$ cat config.mk
export PLATFORM = sky130hd
export DESIGN_NAME = cmp_result_monitor
export DESIGN_NICKNAME = d
export VERILOG_FILES = /design/src/rtl/cmp_pkg.sv /design/src/rtl/cmp_result_monitor_sat_counter.sv /design/src/rtl/cmp_result_monitor.sv
export SDC_FILE = /design/constraint.sdc
export NUM_CORES = 1
export LEC_CHECK = 0
export ABC_CLOCK_PERIOD_IN_PS = 2200
export CORE_ASPECT_RATIO = 0.8
export CORE_MARGIN = 5
export CORE_UTILIZATION = 30
export DETAILED_ROUTE_END_ITERATION = 10
export HOLD_SLACK_MARGIN = 0.08
export SYNTH_ARGS = -nofsm -noshare
export SYNTH_HDL_FRONTEND = slang
export SYNTH_SLANG_ARGS = --single-unit
export TNS_END_PERCENT = 5
$ cat constraint.sdc
create_clock -name clk -period 2.2 [get_ports clk]
set_input_delay 0.44 -clock clk [delete_from_list [all_inputs] [get_ports clk]]
set_output_delay 0.44 -clock clk [all_outputs]
set_load 0.02 [all_outputs]
$ cat src/rtl/cmp_pkg.sv
// Shared codes, FSM states and helpers for the comparator result monitor.
package cmp_pkg;

    localparam logic [2:0] LEG_L    = 3'b100;
    localparam logic [2:0] LEG_E    = 3'b010;
    localparam logic [2:0] LEG_G    = 3'b001;
    localparam logic [2:0] LEG_NONE = 3'b000;

    typedef enum logic [1:0] {IDLE, TRACK, ALARM} mon_state_t;

    function automatic logic is_onehot3(input logic [2:0] v);
        return (v == LEG_L) || (v == LEG_E) || (v == LEG_G);
    endfunction

endpackage

$ cat src/rtl/cmp_result_monitor_sat_counter.sv
// Saturating up-counter with synchronous clear and an optional load-to-1 (run restart).
module sat_counter #(
    parameter int W = 8
) (
    input  logic         clk,
    input  logic         rst_n,
    input  logic         clr,
    input  logic         inc,
    input  logic         load1,
    output logic [W-1:0] cnt,
    output logic [W-1:0] cnt_nxt
);

    localparam logic [W-1:0] MAX = '1;
    localparam logic [W-1:0] ONE = W'(1);

    logic [W-1:0] cnt_q, cnt_d;

    always_comb begin
        cnt_d = cnt_q;
        if (clr)
            cnt_d = '0;
        else if (load1)
            cnt_d = ONE;
        else if (inc && (cnt_q != MAX))
            cnt_d = cnt_q + ONE;
    end

    always_ff @(posedge clk or negedge rst_n) begin
        if (!rst_n) cnt_q <= '0;
        else        cnt_q <= cnt_d;
    end

    assign cnt     = cnt_q;
    assign cnt_nxt = cnt_d;

endmodule

$ cat src/rtl/cmp_result_monitor.sv
// Qualifies comparator l/e/g results, counts them, flags illegal codes and tracks
// the current run of identical results with a run-length alarm.
module cmp_result_monitor
    import cmp_pkg::*;
#(
    parameter int CNT_W     = 8,
    parameter int RUN_W     = 4,
    parameter int ALARM_RUN = 4
) (
    input  logic             clk,
    input  logic             rst_n,
    input  logic             clr,
    input  logic             in_valid,
    input  logic             in_l,
    input  logic             in_e,
    input  logic             in_g,
    output logic             out_valid,
    output logic [CNT_W-1:0] cnt_l,
    output logic [CNT_W-1:0] cnt_e,
    output logic [CNT_W-1:0] cnt_g,
    output logic [CNT_W-1:0] err_cnt,
    output logic             illegal,
    output logic [2:0]       run_kind,
    output logic [RUN_W-1:0] run_len,
    output logic             alarm
);

    logic [2:0]       leg;
    logic             samp, legal, bad, same, run_inc, run_load;
    logic [CNT_W-1:0] cnt_l_nxt, cnt_e_nxt, cnt_g_nxt, err_nxt;
    logic [RUN_W-1:0] run_len_nxt;

    mon_state_t state_q, state_d;
    logic [2:0] run_kind_q, run_kind_d;
    logic       illegal_q, illegal_d;
    logic       alarm_q, alarm_d;
    logic       out_valid_q, out_valid_d;

    // clr drops any same-cycle sample; in_valid gates the code so X on idle inputs is ignored
    assign leg      = {in_l, in_e, in_g};
    assign samp     = in_valid && !clr;
    assign legal    = samp && is_onehot3(leg);
    assign bad      = samp && !is_onehot3(leg);
    assign same     = (leg == run_kind_q);
    assign run_inc  = legal && same;
    assign run_load = legal && !same;

    sat_counter #(.W(CNT_W)) u_cnt_l (
        .clk(clk), .rst_n(rst_n), .clr(clr), .inc(legal && (leg == LEG_L)),
        .load1(1'b0), .cnt(cnt_l), .cnt_nxt(cnt_l_nxt));
    sat_counter #(.W(CNT_W)) u_cnt_e (
        .clk(clk), .rst_n(rst_n), .clr(clr), .inc(legal && (leg == LEG_E)),
        .load1(1'b0), .cnt(cnt_e), .cnt_nxt(cnt_e_nxt));
    sat_counter #(.W(CNT_W)) u_cnt_g (
        .clk(clk), .rst_n(rst_n), .clr(clr), .inc(legal && (leg == LEG_G)),
        .load1(1'b0), .cnt(cnt_g), .cnt_nxt(cnt_g_nxt));
    sat_counter #(.W(CNT_W)) u_err (
        .clk(clk), .rst_n(rst_n), .clr(clr), .inc(bad),
        .load1(1'b0), .cnt(err_cnt), .cnt_nxt(err_nxt));
    sat_counter #(.W(RUN_W)) u_run (
        .clk(clk), .rst_n(rst_n), .clr(clr), .inc(run_inc),
        .load1(run_load), .cnt(run_len), .cnt_nxt(run_len_nxt));

    always_comb begin
        state_d     = state_q;
        run_kind_d  = run_kind_q;
        illegal_d   = illegal_q | bad;
        out_valid_d = samp;
        if (clr) begin
            state_d    = IDLE;
            run_kind_d = LEG_NONE;
            illegal_d  = 1'b0;
        end else if (run_load) begin
            // a new run starts at length 1, which already alarms when ALARM_RUN is 1
            run_kind_d = leg;
            state_d    = (ALARM_RUN == 1) ? ALARM : TRACK;
        end else if (run_inc && (run_len_nxt == RUN_W'(ALARM_RUN))) begin
            state_d = ALARM;
        end
        alarm_d = (state_d == ALARM);
    end

    always_ff @(posedge clk or negedge rst_n) begin
        if (!rst_n) begin
            state_q     <= IDLE;
            run_kind_q  <= LEG_NONE;
            illegal_q   <= 1'b0;
            alarm_q     <= 1'b0;
            out_valid_q <= 1'b0;
        end else begin
            state_q     <= state_d;
            run_kind_q  <= run_kind_d;
            illegal_q   <= illegal_d;
            alarm_q     <= alarm_d;
            out_valid_q <= out_valid_d;
        end
    end

    assign run_kind  = run_kind_q;
    assign illegal   = illegal_q;
    assign alarm     = alarm_q;
    assign out_valid = out_valid_q;

endmodule
==> flow_summary.toml <==
[sta]
slew_violations = 0
fmax_mhz = 491
hold_ws_ns = 0.120
setup_tns_ns = 0
grt_setup_unrepaired = "no"
setup_ws_ns = 0.162
finalCriticalPeriod_ns = 2.04
hold_viol = 0
skew_ns = 0.00993
finalCritPeriodShare_pct = 92.6
worstMarginPinSlew_ns = 0.555
worst_slew_margin_rel_pct = 63.0
setup_viol = 0

[yosys]
syn_nets = 236
async_reset_ff_share_pct = 100
yosys.cell_types.count = 37
ys_ff_latch = 44
synth_edf_count = 0
seq_area_frac_synth_pct = 48.7
avgSynthCellArea_um2 = 10.1
synth_ff_type = "dfrtp_1"
synth_area_mm2 = 0.00226
synthCells = 224
yosysWarnings = 0

[critical_path]
cp_slowest_cell = "or4b_4"
crit_path_start_kind = "primary input"
cp-end-kind = "register"
path_delay_family = "simple AND/OR/NAND/NOR gates"
crit_buf_inv = 1
critical_path.cell_chain = "clkdlybuf4s50_1, and2b_4, o211ai_2, or4b_4, nor4b_4, o32ai_1"
cp.arrival_ns = 2.21
required_ns = 2.37
worst-setup-path-type = "in -> reg"
crit_fanout = 5
slowest_delay_ns = 0.55

[clocking]
clk_pin_slew_ns = 0.09
clockBufferDepth = 2
cts-root-buf = "clkbuf_8"
cts_made_buffers = 5
insertion_delay_ns = 0.30
cts_hold_buffers = 0
ctsHtreeMaxLevel = 2
clkSinkCount = 44
cts_tree = "built"

[floorplan]
fp.dieW_um = 107
start_util_pct = 30.7
rows = 28
coreArea_mm2 = 0.00736
die_h_um = 87.6
pin_count = 49
dieArea_mm2 = 0.00938

[global_route]
grt_overflow = 0
grt_max_degree = 32
grt_pass1_vias = 1800
grt_use_total_pct = 11.8
antenna_found_initial = 0
grt_pass1_wl_mm = 8.81

[layout]
syn2layout_area_growth_pct = 39.2
final_cell_mix = "dfrtp_1 (44), clkdlybuf4s50_1 (43), nor2_1 (40)"
diodes = 0
layout_commonest_cell = "dfrtp_1"
layout-drive-gt1-share_pct = 16.7
fin_util_pct = 42.8
stdcell_area_mm2 = 0.00315
final_cells = 389
fin_nets = 310
fillCellCount = 744

[placement]
dp_hpwl_mm = 3.83
place_ws_ns = -0.315
dpl-instance-area_mm2 = 0.00299
numPortBuffers = 48
place_congestion = 0.744
dp_cells = 380

[drt]
routedWlPerCell_um = 13.4
vias = 1843
drtIter0Drc = 75
firstDrtPassIters = 4
vias_per_cell = 4.74
drc = 0
ant_nets = 0
drt-total-wl_mm = 5.20

[power]
p_leak_nw = 1.38
power_mw = 1.69
power.density_mw_per_mm2 = 538
vdd_ir_drop_max_mv = 0.271

[status]
status = "complete, no violations"

[worst_hold_path]
hold_path.class = "in -> async"

[job]
drv_cap = 0
[registers in the layout (all words and copies together) (netlist names)]
register     cells
alarm            1
illegal          1
out_valid        1
run_kind         3
state_q          2
u_cnt_e.cnt      8
u_cnt_g.cnt      8
u_cnt_l.cnt      8
u_err.cnt        8
u_run.cnt        4
[layout make-up]
class / instances / area, µm² / share of cell area, %
inverter: 3 / 11.3 / 0.358
multi-input combinational: 170 / 1110 / 35.3
clock inverter: 2 / 38.8 / 1.23
clock buffer: 6 / 82.6 / 2.62
tap: 90 / 113 / 3.58
timing repair buffer: 74 / 689 / 21.9
sequential: 44 / 1100 / 35.0
[kinds of logic (layout without fill, tap and decap cells)]
logic type	Yosys count	in the layout	synth area share, %
and+or+nand+nor	107	107	25.2
DFF	44	44	48.7
xor gates and xnor gates	29	29	11.2
AOI/OAI and AO/OA	25	25	7.36
buffers and inverters	10	85	2.93
adders and majority gates	5	5	2.77
muxes	4	4	1.83
[worst reg2reg max path, cell delays in order, from the launching register on]
cell,delay [ns]
dfrtp_1,0.44
ha_1,0.26
nand2_1,0.09
nor2_1,0.04
nor2_1,0.12
or4b_4,0.49
nor4b_4,0.27
o32ai_1,0.11
[synthesized netlist by cell type (2+ instances only)]
master / count / share of area (%)
dfrtp_1: 44 / 49
nor2_1: 40 / 6.6
xor2_1: 18 / 7.0
nand2_1: 16 / 2.7
nand4_1: 12 / 3.3
xnor2_1: 11 / 4.3
nand3_1: 10 / 2.2
and3_1: 9 / 2.5
o21ai_0: 9 / 2.0
a21oi_1: 6 / 1.3
ha_1: 5 / 2.8
nor3_1: 4 / 0.89
or3_1: 4 / 1.1
clkbuf_1: 3 / 0.50
inv_1: 3 / 0.50
mux2i_1: 3 / 1.3
nand2b_1: 3 / 0.83
and2b_4: 2 / 0.89
buf_6: 2 / 1.0
nor4b_4: 2 / 2.1
o22ai_1: 2 / 0.55
[final timing paths]
| path | start | end | slack (ns) | cells past startpoint |
|---|---|---|---|---|
| max in group asynchronous | rst_n | u_cnt_l.cnt[0] | 1.57 | 2 |
| min reg2reg | state_q[1] | state_q[1] | 0.50 | 1 |
| min in group clk | state_q[1] | state_q[1] | 0.50 | 1 |
| min | rst_n | out_valid | 0.12 | 1 |
| max reg2reg | u_run.cnt[0] | state_q[0] | 0.24 | 7 |
| max | in_valid | state_q[0] | 0.16 | 6 |
[repair_timing]
action	CTS	global route
pin swaps	1	1
resized for setup	2	5
endpoints found under the setup margin	1	7
setup buffers	0	1
[layer usage]
| layer | vias to the layer above | global-route usage, % | part of all wire [%] |
|---|---|---|---|
| li1 | 918 | - | - |
| met5 | - | 0 | 0 |
| met1 | 884 | 16.7 | 51 |
| met4 | 0 | 3.48 | 0.94 |
| met3 | 7 | 3.32 | 4.2 |
| met2 | 34 | 17.7 | 43 |
[report_power, final]
| part | leakage, nW | switching [mW] | internal [mW] |
|---|---|---|---|
| logic | 0.713 | 0.104 | 0.0919 |
| clock network | 0.0614 | 0.289 | 0.372 |
| registers | 0.609 | 0.0145 | 0.822 |
| total | 1.38 | 0.407 | 1.29 |
(Power assumes the default switching activity.)
